File: src/rtl/store_result.sv
// ---------------------------------------------------------------------------
// store_result
//   Drains I_len words from the result RAM and writes them to DDR at
//   I_base_addr over an AXI write master (AW/W/B). The job is split into
//   bursts of at most C_MAX_BURST beats, with one burst outstanding at a time.
//   Sits between the main-process output buffer and the AXI interconnect.
//
//   RAM words are read ahead into a 2-entry skid FIFO so that W can stream
//   at one beat per cycle while absorbing wready stalls without overflow.
//
// Ports
//   I_clk, I_rst          clock, synchronous active-high reset
//   I_ap_start/O_ap_done  level start (rising edge launches a job) / done
//   I_base_addr, I_len    DDR byte address of word 0, number of words
//   O_braddr/O_brd        RAM read address / enable (data 1 cycle later)
//   I_brdata              RAM read data
//   O_maxi_aw*, _w*, _b*  AXI write address, data and response channels
//   O_err                 sticky bad-response flag
//
// Build option
//   STORE_BRESP_CHECK_EN  when defined, a non-OKAY bresp sets O_err (sticky
//                         until reset or the next start edge); otherwise
//                         I_maxi_bresp is ignored and O_err is tied low.
// ---------------------------------------------------------------------------
module store_result #(
  parameter int C_M_AXI_LEN_WIDTH  = 32,
  parameter int C_M_AXI_ADDR_WIDTH = 32,
  parameter int C_M_AXI_DATA_WIDTH = 128,
  parameter int C_RAM_ADDR_WIDTH   = 10,
  parameter int C_RAM_DATA_WIDTH   = 128,
  parameter int C_MAX_BURST        = 16
) (
  input  logic                          I_clk,
  input  logic                          I_rst,
  input  logic                          I_ap_start,
  output logic                          O_ap_done,
  input  logic [C_M_AXI_ADDR_WIDTH-1:0] I_base_addr,
  input  logic [C_RAM_ADDR_WIDTH-1:0]   I_len,
  output logic [C_RAM_ADDR_WIDTH-1:0]   O_braddr,
  output logic                          O_brd,
  input  logic [C_RAM_DATA_WIDTH-1:0]   I_brdata,
  output logic                          O_maxi_awvalid,
  input  logic                          I_maxi_awready,
  output logic [C_M_AXI_ADDR_WIDTH-1:0] O_maxi_awaddr,
  output logic [C_M_AXI_LEN_WIDTH-1:0]  O_maxi_awlen,
  output logic                          O_maxi_wvalid,
  input  logic                          I_maxi_wready,
  output logic [C_M_AXI_DATA_WIDTH-1:0] O_maxi_wdata,
  output logic                          O_maxi_wlast,
  input  logic                          I_maxi_bvalid,
  output logic                          O_maxi_bready,
  input  logic [1:0]                    I_maxi_bresp,
  output logic                          O_err
);

  localparam int BYTES = C_M_AXI_DATA_WIDTH / 8;
  localparam int BW    = $clog2(C_MAX_BURST + 1);

  typedef enum logic [2:0] {S_IDLE, S_AW, S_W, S_B, S_DONE} state_t;

  state_t                          state;
  logic                            start_d;
  logic                            start_edge;
  logic [C_M_AXI_ADDR_WIDTH-1:0]   cur_addr;
  logic [C_RAM_ADDR_WIDTH-1:0]     remaining;   // words not yet assigned to a burst
  logic [C_RAM_ADDR_WIDTH-1:0]     rd_addr;
  logic [BW-1:0]                   burst_len;   // beats in the current burst
  logic [BW-1:0]                   rd_left;     // RAM reads still to issue for this burst
  logic [BW-1:0]                   w_left;      // W beats still to send for this burst
  logic                            awvalid_r;
  logic                            bready_r;
  logic                            done_r;

  // Skid FIFO between the RAM and the W channel
  logic [C_RAM_DATA_WIDTH-1:0]     fifo_mem [2];
  logic                            wr_ptr;
  logic                            rd_ptr;
  logic [1:0]                      fifo_cnt;
  logic                            rd_pend;     // a RAM read issued last cycle
  logic [2:0]                      occ_eff;
  logic                            wvalid;
  logic                            w_fire;
  logic                            brd;

  function automatic logic [BW-1:0] burst_of(input logic [C_RAM_ADDR_WIDTH-1:0] n);
    if (32'(n) > 32'(C_MAX_BURST)) burst_of = BW'(C_MAX_BURST);
    else                           burst_of = BW'(n);
  endfunction

  assign start_edge = I_ap_start & ~start_d;
  assign wvalid     = (state == S_W) && (fifo_cnt != 2'd0);
  assign w_fire     = wvalid & I_maxi_wready;

  // Read-ahead: occupancy counts the entry leaving this cycle as already
  // gone, which is what lets the pipeline sustain one beat per cycle.
  always_comb begin
    // NOTE: every variable written here gets a default first, so no path
    // leaves it unassigned and no latch is inferred.
    occ_eff = 3'(fifo_cnt) + 3'(rd_pend) - 3'(w_fire);
    brd     = 1'b0;
    if ((state == S_AW || state == S_W) && rd_left != '0 && occ_eff < 3'd2)
      brd = 1'b1;
  end

  // NOTE: the FIFO storage is not reset; it is only observable through
  // O_maxi_wdata, which is forced to zero whenever the FIFO is empty.
  always_ff @(posedge I_clk) begin
    if (rd_pend) fifo_mem[wr_ptr] <= I_brdata;
  end

  always_ff @(posedge I_clk) begin
    if (I_rst) begin
      rd_pend  <= 1'b0;
      wr_ptr   <= 1'b0;
      rd_ptr   <= 1'b0;
      fifo_cnt <= 2'd0;
    end else begin
      rd_pend  <= brd;
      if (rd_pend) wr_ptr <= ~wr_ptr;
      if (w_fire)  rd_ptr <= ~rd_ptr;
      fifo_cnt <= fifo_cnt + 2'(rd_pend) - 2'(w_fire);
    end
  end

  // Job control FSM
  always_ff @(posedge I_clk) begin
    // NOTE: sequential state uses non-blocking assignments only, so every
    // right-hand side here sees the values from before this clock edge.
    if (I_rst) begin
      state     <= S_IDLE;
      start_d   <= 1'b0;
      cur_addr  <= '0;
      remaining <= '0;
      rd_addr   <= '0;
      burst_len <= '0;
      rd_left   <= '0;
      w_left    <= '0;
      awvalid_r <= 1'b0;
      bready_r  <= 1'b0;
      done_r    <= 1'b0;
    end else begin
      start_d <= I_ap_start;

      if (brd) begin
        rd_addr <= rd_addr + C_RAM_ADDR_WIDTH'(1);
        rd_left <= rd_left - BW'(1);
      end

      unique case (state)
        S_IDLE: begin
          if (start_edge) begin
            cur_addr  <= I_base_addr;
            remaining <= I_len;
            rd_addr   <= '0;
            if (I_len == '0) begin
              state  <= S_DONE;
              done_r <= 1'b1;
            end else begin
              state     <= S_AW;
              awvalid_r <= 1'b1;
              burst_len <= burst_of(I_len);
              rd_left   <= burst_of(I_len);
              w_left    <= burst_of(I_len);
            end
          end
        end

        S_AW: begin
          if (I_maxi_awready) begin
            awvalid_r <= 1'b0;
            remaining <= remaining - C_RAM_ADDR_WIDTH'(burst_len);
            state     <= S_W;
          end
        end

        S_W: begin
          if (w_fire) begin
            w_left <= w_left - BW'(1);
            if (w_left == BW'(1)) begin
              state    <= S_B;
              bready_r <= 1'b1;
            end
          end
        end

        S_B: begin
          if (bready_r && I_maxi_bvalid) begin
            bready_r <= 1'b0;
            if (remaining == '0) begin
              state  <= S_DONE;
              done_r <= 1'b1;
            end else begin
              // Byte address wraps naturally at the address width
              cur_addr  <= cur_addr + C_M_AXI_ADDR_WIDTH'(burst_len) * C_M_AXI_ADDR_WIDTH'(BYTES);
              state     <= S_AW;
              awvalid_r <= 1'b1;
              burst_len <= burst_of(remaining);
              rd_left   <= burst_of(remaining);
              w_left    <= burst_of(remaining);
            end
          end
        end

        S_DONE: begin
          if (!I_ap_start) begin
            state  <= S_IDLE;
            done_r <= 1'b0;
          end
        end

        default: state <= S_IDLE;
      endcase
    end
  end

`ifdef STORE_BRESP_CHECK_EN
  logic err_r;

  always_ff @(posedge I_clk) begin
    if (I_rst)
      err_r <= 1'b0;
    else if (state == S_IDLE && start_edge)
      err_r <= 1'b0;
    else if (state == S_B && bready_r && I_maxi_bvalid && I_maxi_bresp != 2'b00)
      err_r <= 1'b1;
  end

  assign O_err = err_r;
`else
  logic unused_bresp;
  assign unused_bresp = ^I_maxi_bresp;
  assign O_err        = 1'b0;
`endif

  assign O_ap_done      = done_r;
  assign O_braddr       = rd_addr;
  assign O_brd          = brd;
  assign O_maxi_awvalid = awvalid_r;
  assign O_maxi_awaddr  = cur_addr;
  assign O_maxi_awlen   = C_M_AXI_LEN_WIDTH'(burst_len);
  assign O_maxi_wvalid  = wvalid;
  assign O_maxi_wdata   = wvalid ? fifo_mem[rd_ptr] : '0;
  assign O_maxi_wlast   = wvalid && (w_left == BW'(1));
  assign O_maxi_bready  = bready_r;

endmodule

File: config.mk
export PLATFORM = sky130hd
export DESIGN_NAME = store_result
export DESIGN_NICKNAME = d
export VERILOG_FILES = /design/src/rtl/store_result.sv
export SDC_FILE = /design/constraint.sdc
export NUM_CORES = 1
export LEC_CHECK = 0
export CORE_ASPECT_RATIO = 0.7
export CORE_MARGIN = 5
export CORE_UTILIZATION = 35
export DETAILED_ROUTE_END_ITERATION = 10
export SETUP_SLACK_MARGIN = 0.15
export SKIP_CTS_REPAIR_TIMING = 1
export SYNTH_ARGS = -nofsm -noshare
export SYNTH_HDL_FRONTEND = slang
export SYNTH_SLANG_ARGS = --single-unit
File: constraint.sdc
create_clock -name I_clk -period 8.3 [get_ports I_clk]
set_input_delay 2.075 -clock I_clk [delete_from_list [all_inputs] [get_ports I_clk]]
set_output_delay 2.075 -clock I_clk [all_outputs]
set_load 0.01 [all_outputs]
==> flow_metrics.env, run 1 <==
export IMPL_grt_pass1_vias=10279
export IMPL_p_leak_uw=0.00636
export IMPL_cp_max_fo=12
export IMPL_layout_commonest_cell="clkdlybuf4s50_1"
export IMPL_yosys_warnings=0
export IMPL_vias_per_cell=5.01
export IMPL_hold_violations=0
export IMPL_final_cells=2093
export IMPL_synth_cell_type_count=72
export IMPL_place_gp_congestion=0.893
export IMPL_ys_ff_latch=336
export IMPL_drive_gt1_share_pct=5.11
export IMPL_clkTransAtPathRegs_ns=0.06
export IMPL_areaGrowthSynthToFinish_pct=34.9
export IMPL_fin_setup_tns_ns=0
export IMPL_syn_cell_area_mm2=0.0146
export IMPL_track_usage_pct=17.5
export IMPL_synth_area_per_cell_um2=12.4
export IMPL_final_cell_mix="clkdlybuf4s50_1, edfxtp_1, nor2_1, mux2i_1, dfxtp_1"
export IMPL_dpl_cell_area_mm2=0.0185
export IMPL_synth_enable_flop_cells=256
export IMPL_ioPinCount=387
export IMPL_drcViolationCount=0
export IMPL_cts_buffers_inserted=37
export IMPL_dpl_cell_count=2028
export IMPL_antenna_found_initial=2
export IMPL_ff2ff_path_depth=13
export IMPL_outcome="completed"
export IMPL_die_h_um=181
export IMPL_ys_seq_area_share_pct=63.8
export IMPL_cap_violations=0
export IMPL_fp_row_count=62
export IMPL_core_area_mm2=0.0410
export IMPL_drtAntennaViolNets=0
export IMPL_finalMaxSlewViolations=0
export IMPL_holdCritPathClass="register to register"
export IMPL_grt_overflow=0
export IMPL_cts_sinks=336
export IMPL_dr_pass1_iters=5
export IMPL_fin_crit_sh_pct=84.3
export IMPL_port_buffer_count=356
export IMPL_ctsLongestPathBuffers=3
export IMPL_die_area_mm2=0.0459
export IMPL_setup_viol=0
export IMPL_fin_crit_ns=7.00
export IMPL_ctsRootBufferMaster="clkbuf_16"
export IMPL_tritoncts="done"
export IMPL_dp_hpwl_um=29100
export IMPL_rsz0062_at_grt="no"
export IMPL_peakVddDrop_mv=0.150
export IMPL_worst_pin_slew_ns=1.17
export IMPL_cp_start_kind="primary input"
export IMPL_grt_first_pass_wirelength_um=63500
export IMPL_insertion_delay_ns=0.52
export IMPL_dr_first_iter_drc_count=807
export IMPL_vias=10481
export IMPL_htreeDepth=2
export IMPL_async_flop_share_pct=0
export IMPL_max_slew_margin_rel_pct=22.3
export IMPL_ys_flop_type="edfxtp_1"
export IMPL_die_width_um=254
export IMPL_start_util_pct=35.5
export IMPL_grt_max_degree=99
export IMPL_final_area_mm2=0.0197
export IMPL_crit_arrival_ns=4.92
export IMPL_wl_per_cell_um=20.0
export IMPL_synthCells=1179
export IMPL_critPathRequiredTime_ns=6.23
export IMPL_fin_nets=1720
export IMPL_p_per_area_mw_per_mm2=236
export IMPL_worst_clock_skew_ns=0.0175
export IMPL_wl_um=42000
export IMPL_hold_depth=2
export IMPL_crit_path_end_kind="primary output"
export IMPL_path_class="primary input to primary output"
export IMPL_fmax_ghz=0.143
==> registers in the layout, indices dropped and copies added (netlist names), named ones only <==
| name | flops |
|---|---|
| fifo_mem | 256 |
| O_maxi_awaddr | 32 |
| O_braddr | 10 |
| remaining | 10 |
| burst_len | 5 |
| rd_left | 5 |
| w_left | 5 |
| state | 3 |
| fifo_cnt | 2 |
| O_ap_done | 1 |
| O_maxi_awvalid | 1 |
| O_maxi_bready | 1 |
| rd_pend | 1 |
| rd_ptr | 1 |
| start_d | 1 |
| wr_ptr | 1 |
==> worst paths after layout <==
kind,slack [ns],endpoint,from
worst min-delay path,0.46,O_maxi_awaddr[3],O_maxi_awaddr[3]
worst min register to register,0.46,O_maxi_awaddr[3],O_maxi_awaddr[3]
worst max-delay path,1.30,O_brd,I_maxi_wready
worst max register to register,4.64,O_braddr[6],state[1]
==> worst max-delay path, cell delays in order <==
cell             delay [ns]
clkdlybuf4s50_1        0.45
o21ai_0                0.14
nor2_1                 0.20
ha_1                   0.27
inv_1                  0.06
ha_1                   0.15
fa_1                   0.43
nor2_1                 0.10
nor4b_2                0.18
buf_4                  0.23
clkdlybuf4s50_1        0.63
==> cells by family (layout without fill, tap and decap cells) <==
group / Yosys count / after routing / share of synthesized area, %
compound gates: 178 / 178 / 8.17
flops: 336 / 336 / 63.8
xor+xnor: 19 / 19 / 1.14
simple gates: 382 / 382 / 12.1
other cells: 1 / 30 / 0.0257
fa+ha+maj: 19 / 19 / 1.79
mux: 131 / 131 / 9.01
buf+inv: 113 / 454 / 4.03
==> stage by stage <==
step                      power (uW)  hold slack (ns)  worst slack (ns)  utilization (%)
after global routing            4870            0.482              1.14             47.9
after floorplan                 2760            0.472              1.93                -
after detailed placement        3120            0.455              1.27             45.2
after global placement          3090            0.439              1.28             45.2
after CTS                       4680            0.463              1.26             47.9
final                           4630            0.460              1.30             47.9
==> where the power goes <==
group	internal [uW]	leakage (uW)	switching [uW]
clock	889	0.000541	649
sequential	2010	0.00296	125
combinational	416	0.00285	547
==> layout make-up <==
cell class | instances | area [um2]
fillers | 3666 | 21400
flip-flops and latches | 336 | 9290
multi-input cells | 757 | 4810
repair buffers | 367 | 3650
clock buffers | 54 | 1020
well taps | 544 | 681
clock inverters | 9 | 96.3
inverters | 24 | 90.1
diodes | 2 | 5.00
==> Yosys cell counts, drive strengths merged, types with 4 or more instances <==
cell	number	area (um2)
and2	4	25.0
o31ai	5	37.5
xnor2	10	87.6
or2	6	40.0
a21o	4	30.0
nor3	20	100
or3	9	57.6
o21ai	34	170
a31oi	16	100
o211ai	6	45.0
nor2b	7	43.8
and3	9	61.3
nand3	25	125
inv	24	90.1
ha	16	200
a21oi	38	190
a22oi	6	45.0
o21a	6	45.0
mux2i	130	1300
nand2	58	218
edfxtp	256	7690
buf	39	269
xor2	9	78.8
dfxtp	80	1600
clkbuf	50	228
o22ai	8	50.1
a211oi	23	173
nor4	11	83.8
a311oi	9	78.8
nand4	12	90.1
nor2	204	768
==> routing by layer <==
| metal | track usage (%) | wire length (um) | up-vias |
|---|---|---|---|
| li1 | - | - | 5001 |
| met1 | 23.1 | 17500 | 5107 |
| met2 | 30.0 | 21100 | 315 |
| met3 | 3.23 | 2270 | 58 |
| met4 | 4.66 | 1060 | 0 |
| met5 | 0 | 0 | - |
No activity file was read; power rests on OpenSTA's default activity.
==> run 2, diff against run 1 <==
- clock period: 8.3 -> 6.1 ns (I/O delays scaled with it)
==> run 2 against run 1 <==
Compared with the run above: clock-buffer cell count down 12; largest cell class unchanged; global-route usage is 0.30 points lower; highest routed layer unchanged; hold slack worse by 0.0078 ns; largest power group unchanged; final area grew 0.81%.
==> flow_metrics.env, run 2 (synthesis results as in run 1) <==
export IMPL_start_util_pct=35.5
export IMPL_ctsRootBufferMaster="clkbuf_16"
export IMPL_dp_slack_ns=0.265
export IMPL_p_sw_uw=1810
export IMPL_wl_per_cell_um=19.8
export IMPL_fin_setup_tns_ns=0
export IMPL_clkTransAtPathRegs_ns=0.06
export IMPL_port_buffer_count=356
export IMPL_busiest_layer="met2"
export IMPL_p_leak_uw=0.00646
export IMPL_drcViolationCount=0
export IMPL_num_fill_cells=3673
export IMPL_holdCritPathClass="register to register"
export IMPL_track_usage_pct=17.2
export IMPL_met1_usage_pct=22.7
export IMPL_tritoncts="done"
export IMPL_antenna_found_initial=3
export IMPL_regMostFlops="fifo_mem"
export IMPL_ctsLongestPathBuffers=3
export IMPL_cp_start_kind="primary input"
export IMPL_drive_gt1_share_pct=5.92
export IMPL_cts_sinks=336
export IMPL_finalMaxSlewViolations=0
export IMPL_hold_violations=0
export IMPL_setup_viol=0
export IMPL_p_seq_share_pct=44.8
export IMPL_worst_pin_slew_ns=1.08
export IMPL_grt_overflow=0
export IMPL_place_gp_congestion=0.864
export IMPL_critPathRequiredTime_ns=4.58
export IMPL_vias_per_cell=4.97
export IMPL_fin_crit_sh_pct=88.5
export IMPL_worst_clock_skew_ns=0.0318
export IMPL_p_sw_share_pct=27.9
export IMPL_dr_pass1_iters=5
export IMPL_wl_um=41500
export IMPL_slowest_delay_ns=0.46
export IMPL_vias=10434
export IMPL_final_cells=2100
export IMPL_htreeDepth=2
export IMPL_crit_arrival_ns=3.87
export IMPL_gr_usage_met3_pct=2.93
export IMPL_largest_reg_flops=256
export IMPL_core_area_mm2=0.0410
export IMPL_fp_row_count=62
export IMPL_dpl_cell_count=2032
export IMPL_layout_setup_ws_ns=0.704
export IMPL_drtAntennaViolNets=0
export IMPL_fmax_ghz=0.185
export IMPL_crit_path_end_kind="primary output"
export IMPL_cap_violations=0
export IMPL_path_buf_inv=3
export IMPL_areaGrowthSynthToFinish_pct=36.0
export IMPL_cp_slowest_cell="clkdlybuf4s50_1"
export IMPL_final_cell_mix="clkdlybuf4s50_1, edfxtp_1, nor2_1, mux2i_1, dfxtp_1"
export IMPL_grt_pass1_vias=10330
export IMPL_die_h_um=181
export IMPL_peakVddDrop_mv=0.194
export IMPL_insertion_delay_ns=0.52
export IMPL_outcome="completed"
export IMPL_layout_commonest_cell="clkdlybuf4s50_1"
export IMPL_rsz0062_at_grt="no"
export IMPL_grt_max_degree=69
export IMPL_dr_first_iter_drc_count=731
export IMPL_max_slew_margin_rel_pct=27.8
export IMPL_comb_power_share_pct=20.0
export IMPL_grtUsageMet2_pct=28.8
export IMPL_fin_nets=1723
export IMPL_cts_buffers_inserted=36
export IMPL_ioPinCount=387
export IMPL_crit_chain="clkdlybuf4s50_1 > o21ai_0 > nor2_1 > ha_1 > inv_1 > ha_1 > fa_1 > nor2_1 > nor4b_2 > dlymetal6s2s_1"
export IMPL_dp_hpwl_um=28900
export IMPL_path_delay_family="adder cells"
export IMPL_die_area_mm2=0.0459
export IMPL_die_width_um=254
export IMPL_pwr_share_clk_pct=35.2
export IMPL_cp_max_fo=3
export IMPL_fin_crit_ns=5.40
export IMPL_grt_first_pass_wirelength_um=61900
export IMPL_p_per_area_mw_per_mm2=327
export IMPL_intPower_uw=4680
export IMPL_path_class="primary input to primary output"
==> run 2: changes by cell type in the layout (fill, tap and decap cells not counted), sizes merged <==
| cell | change |
|---|---|
| inv | -1 |
| dlymetal6s2s | +1 |
| clkinv | +9 |
| clkdlybuf4s50 | -1 |
| clkinvlp | +1 |
| bufinv | +5 |
| buf | +4 |
| diode | +1 |
| clkbuf | -12 |
==> run 2: worst register-to-register path, stage by stage (launching register included) <==
cell and delay [ns]:
dfxtp_1 0.59, or3b_1 0.63, nor2_1 0.28, ha_1 0.26
inv_1 0.05, ha_1 0.16, fa_1 0.45, nor2_1 0.09
nor4b_2 0.24, buf_4 0.24, and3_1 0.31, nand4_1 0.14
xor2_1 0.15, nor2_1 0.05
==> run 2: layer usage <==
metal / vias up / share of wire [%]
met2: 319 / 49
li1: 5015 / -
met1: 5027 / 42
met4: 0 / 3.6
met5: - / 0
met3: 73 / 5.0
==> run 2: path summary, 6_finish.rpt <==
check	from	end	slack, ns	cells past startpoint
max	I_maxi_wready	O_brd	0.70	10
min	O_maxi_awaddr[3]	O_maxi_awaddr[3]	0.45	2
max reg2reg	state[1]	O_braddr[5]	2.35	13
min reg2reg	O_maxi_awaddr[3]	O_maxi_awaddr[3]	0.45	2
==> run 2: area by class of cell <==
type | count | area [um2] | share of cell area, %
inverters | 24 | 90.1 | 0.455
clock inverters | 23 | 274 | 1.38
diodes | 3 | 7.51 | 0.0379
repair buffers | 371 | 3700 | 18.7
multi-input cells | 757 | 4810 | 24.3
well taps | 544 | 681 | 3.44
clock buffers | 42 | 955 | 4.82
flip-flops and latches | 336 | 9290 | 46.9
==> run 2: power by group through the flow <==
stage          clock network (uW)  registers [uW]  logic (uW)
2_1_floorplan                   0            2930         803
3_3_place_gp                    0            2940        1270
3_5_place_dp                    0            2950        1290
4_1_cts                      2350            2900        1300
5_1_grt                      2450            2930        1430
6_report                     2280            2900        1300
==> run 2: through the flow <==
step / hold slack [ns] / total power, uW / cell area (um2) / utilization (%)
after CTS: 0.456 / 6540 / 19800 / 48.2
final: 0.452 / 6480 / 19800 / 48.3
after global routing: 0.476 / 6810 / 19800 / 48.3
after global placement: 0.442 / 4210 / 18600 / 45.3
after detailed placement: 0.447 / 4240 / 18600 / 45.3
after floorplan: 0.472 / 3740 / 14700 / -
==> run 3, diff against run 2 <==
- CORE_MARGIN: 5 -> 10
- CORE_UTILIZATION: 35 -> 44
- PLACE_DENSITY: unset -> 0.76
==> run 3 against run 2 <==
Compared with the run above: cell count is 5.8% lower; sequential cell count stayed put; sequential power hardly changed; hold slack better by 0.0042 ns.
==> flow_metrics.env, run 3 (synthesis results as in run 1) <==
export IMPL_critPathRequiredTime_ns=4.58
export IMPL_num_fill_cells=2627
export IMPL_start_util_pct=44.8
export IMPL_p_per_area_mw_per_mm2=320
export IMPL_cts_buffers_inserted=34
export IMPL_insertion_delay_ns=0.52
export IMPL_track_usage_pct=19.4
export IMPL_clkTransAtPathRegs_ns=0.06
export IMPL_fin_crit_sh_pct=87.9
export IMPL_final_cell_mix="clkdlybuf4s50_1, edfxtp_1, nor2_1, mux2i_1, dfxtp_1"
export IMPL_ff2ff_path_depth=13
export IMPL_ioPinCount=387
export IMPL_grt_pass1_vias=10219
export IMPL_hold_depth=2
export IMPL_seq_area_mm2=0.00929
export IMPL_grt_max_degree=78
export IMPL_p_seq_share_pct=46.6
export IMPL_hold_start="O_maxi_awaddr[0]"
export IMPL_max_slew_margin_rel_pct=28.0
export IMPL_ctsLongestPathBuffers=3
export IMPL_die_h_um=172
export IMPL_multi_input_area_mm2=0.00481
export IMPL_cts_sinks=336
export IMPL_crit_arrival_ns=3.84
export IMPL_drive_gt1_share_pct=5.37
export IMPL_vias_per_cell=5.40
export IMPL_regMostFlops="fifo_mem"
export IMPL_tritoncts="done"
export IMPL_place_gp_congestion=0.940
export IMPL_ctsRootBufferMaster="clkbuf_16"
export IMPL_r2r_setup_slack_ns=2.35
export IMPL_outcome="completed"
export IMPL_grt_overflow=0
export IMPL_vias=10678
export IMPL_wl_per_cell_um=21.5
export IMPL_cp_start_kind="primary input"
export IMPL_p_leak_uw=0.00638
export IMPL_finalMaxSlewViolations=0
export IMPL_grt_first_pass_wirelength_um=61600
export IMPL_layout_commonest_cell="clkdlybuf4s50_1"
export IMPL_antenna_found_initial=4
export IMPL_hold_violations=0
export IMPL_largest_reg_flops=256
export IMPL_rr_startpoint="state[1]"
export IMPL_areaGrowthSynthToFinish_pct=33.9
export IMPL_die_width_um=237
export IMPL_comb_power_share_pct=21.1
export IMPL_cap_violations=0
export IMPL_holdCritPathClass="register to register"
export IMPL_fin_nets=1720
export IMPL_core_area_mm2=0.0325
export IMPL_pwr_share_clk_pct=32.3
export IMPL_crit_path_end_kind="primary output"
export IMPL_worst_pin_slew_ns=1.08
export IMPL_setup_viol=0
export IMPL_reg2reg_to="O_braddr[5]"
export IMPL_min_to="O_maxi_awaddr[0]"
export IMPL_fp_row_count=55
export IMPL_dr_first_iter_drc_count=892
export IMPL_peakVddDrop_mv=0.237
export IMPL_htreeDepth=2
export IMPL_rsz0062_at_grt="no"
export IMPL_dr_pass1_iters=6
export IMPL_power_uw=6250
export IMPL_fin_setup_tns_ns=0
export IMPL_worst_clock_skew_ns=0.0162
export IMPL_p_sw_share_pct=28.3
export IMPL_intPower_uw=4480
export IMPL_cp_max_fo=3
export IMPL_drcViolationCount=0
export IMPL_port_buffer_count=356
export IMPL_dp_hpwl_um=30200
export IMPL_p_sw_uw=1770
export IMPL_fin_crit_ns=5.36
export IMPL_fmax_ghz=0.186
export IMPL_die_area_mm2=0.0409
export IMPL_path_class="primary input to primary output"
export IMPL_wl_um=42600
export IMPL_drtAntennaViolNets=0
run 3: cell types whose count changed in the layout (fill, tap and decap cells not counted), moves of 2 or more:
cell,change
bufinv_16,-4
clkbuf_16,-2
clkinv_1,-4
clkinv_2,-3
diode_2,+2
clkbuf_1,+7
run 3: worst max path at each step:
stage,start,to,slack (ns),cells past startpoint
finish,I_maxi_wready,O_brd,0.74,10
global route,I_maxi_wready,O_brd,0.55,10
CTS,I_maxi_wready,O_brd,0.32,10
detailed placement,I_maxi_wready,O_brd,0.34,10
global placement,I_maxi_wready,O_brd,0.31,10
floorplan,I_maxi_wready,O_brd,1.22,9
run 3: worst max-delay path: stages:
cell	delay [ns]
clkdlybuf4s50_1	0.48
o21ai_0	0.14
nor2_1	0.19
ha_1	0.26
inv_1	0.06
ha_1	0.16
fa_1	0.45
nor2_1	0.10
nor4b_2	0.24
dlymetal6s2s_1	0.23
run 3: area by class of cell:
class	instances	area share, %
inverter	24	0.462
clock buffer	48	4.84
clock inverter	12	0.667
tap	427	2.74
antenna	5	0.0641
multi-input combinational	757	24.7
timing repair buffer	370	18.9
sequential	336	47.6
run 3: routing by layer:
layer,vias up,track usage [%],wire (um)
met3,65,4.93,3230
met4,2,7.81,1240
met1,5168,23.7,16600
met2,451,32.6,21500
met5,-,0,13
li1,4992,-,-
run 3: through the flow:
step | hold WS (ns) | cell area, um2 | cells | util (%) | setup WS (ns)
finish | 0.457 | 19500 | 1979 | 60.1 | 0.736
global route | 0.468 | 19500 | 1977 | 60.0 | 0.551
CTS | 0.455 | 19500 | 1974 | 60.0 | 0.317
detailed placement | 0.446 | 18400 | 1914 | 56.7 | 0.335
global placement | 0.437 | 18400 | 1914 | 56.7 | 0.314
floorplan | 0.472 | 14700 | 1206 | - | 1.22
run 3: power groups by stage:
stage                     clock, uW  sequential [uW]  combinational, uW
final                          2020             2910               1320
after global routing           2160             2940               1440
after CTS                      2070             2900               1310
after detailed placement          0             2950               1300
after global placement            0             2940               1270
after floorplan                   0             2930                803
==> edit (settings of run 1) <==
Add a define of `STORE_BRESP_CHECK_EN`.
--- a/src/rtl/store_result.sv
+++ b/src/rtl/store_result.sv
@@ -22,6 +22,8 @@
 //                         until reset or the next start edge); otherwise
 //                         I_maxi_bresp is ignored and O_err is tied low.
 // ---------------------------------------------------------------------------
+`define STORE_BRESP_CHECK_EN
+
 module store_result #(
   parameter int C_M_AXI_LEN_WIDTH  = 32,
   parameter int C_M_AXI_ADDR_WIDTH = 32,
Behaviour: same outputs for any inputs over 4 cycles, from zero or initial values and one cycle with I_rst high; that may be too few to reach the edited logic, so the function may still have changed.
==> edit against run 1 <==
  * Synthesized area rose by 0.35%
  * Routed wire length grew 0.34%
  * Power up 2.3%
  * Fmax decreased by 1.9%
  * Cell area rose by 0.78%
  * Worst setup slack lost 130 ps
  * Critical path depth unchanged
  * Largest cell class unchanged
  * Sequential cell count up 1
==> edit: results (changes against run 1) <==
* Reg2Reg Depth at 14 (+1)
* Nets@finish at 1740 (+1.2%)
* Placed Instance Area at 18660 sq um (+0.72%)
* Violation count after the first detailed-route iteration at 855 (+5.9%)
* Buffer share of cell area at 18.71% (+0.12 points)
* Setup Skew at 17.10 ps (-0.4074 ps)
* Crit Reg-Reg Endpoint: O_braddr[9]
* Status: completed
* Max IR drop VDD at 0.1461 mV (-2.4%)
* Register bit total from synthesis at 337 (+0.30%)
* Drt wl/cell at 19.88 um (-0.84%)
* Register name with the most flops: fifo_mem
* CLK BUF at 44 (-19%)
* Reg power frac at 45.9% (about the same)
* IO buf count at 359 (+0.84%)
* ClkCell Share at 5.705% (+0.019 points)
* CTS Buf Count at 36 (-2.7%)
* First-pass GRT wire length at 62540 um (-1.6%)
* Antenna diodes at 5 (+3)
* Routed via count at 10680 (+1.9%)
* Register area share after synthesis at 63.68% (-0.087 points)
* Slew HR at 26.13% (+3.8 points)
* Pre-CTS WS at 1176 ps (-96.37 ps)
* Switch share at 28.76% (+0.26 points)
* Power Total at 4.740 mW (+2.3%)
* Clock power share at 32.8% (-0.4 points)
* Vias per std cell at 5.043 (+0.71%)
* RePlAce Congestion at 0.8931 (about the same)
* Proportion of cell area occupied by multi-input gates at 24.61% (+0.12 points)
* Hold wc startpoint: O_err
* Final core utilization at 48.17% (+0.28 points)
* Critical-path maximum fanout at 4 (-8)
* Leakage at 6.425 nW (+1.0%)
* Fillers at 3680 (+0.38%)
* Register Area at 9313 sq um (+0.22%)
* GRT Total Usage at 17.36% (-0.18 points)
* #MultiIn Comb at 771 (+1.8%)
* Minimum clock period after layout at 7132 ps (+132.1 ps)
* Core area at 41110 sq um (+0.19%)
* Library cells used by synthesis at 74 (+2.8%)
* Synth top area cells: edfxtp_1 (53%), dfxtp_1 (11%), mux2i_1 (9.0%), nor2_1 (4.8%), nand2_1 (2.3%)
* Initial antenna violation count at 6 (+4)
* Post-DP HPWL at 29300 um (+0.84%)
* Count of plain and timing-repair buffers at 373 (+1.6%)
* Reg2Reg Setup Slack at 4480 ps (-160 ps)
* Slowest stage delay, CP at 560 ps (-70 ps)
* Synth top cells by count: edfxtp_1 (256), nor2_1 (185), mux2i_1 (131), nand2_1 (89), dfxtp_1 (81)
* Vias in the first global route at 10380 (+0.96%)
edit: changes by cell type after synthesis, moves of 5 or more:
cell      before  now
nor2_1       203  185
a21oi_1       38   43
xnor2_1       10    5
a211oi_1      23   16
a31oi_1       16    6
nand2_1       58   89
clkbuf_1      46   55
nor3_1        20   15
nand3_1       25   35
a32o_1         1    6
edit: per-layer routing:
metal  GRT usage, %  wire, um  vias up
met5              0        11        -
met3          3.996      2556       52
met2          29.23     20850      323
li1               -         -     5054
met1          22.60     17890     5250
met4          4.766       794        2
edit: kinds of logic (layout without fill, tap and decap cells):
logic type                 after synthesis  count (layout)  share of synthesized area, %
AOI/OAI and AO/OA                      181             181                         8.533
xor gates and xnor gates                16              16                        0.9585
adders and majority gates               19              19                         1.780
buffers and inverters                  115             461                         3.800
DFF                                    337             337                         63.68
muxes                                  131             131                         8.970
other                                    1              32                       0.02565
and+or+nand+nor                        397             397                         12.26
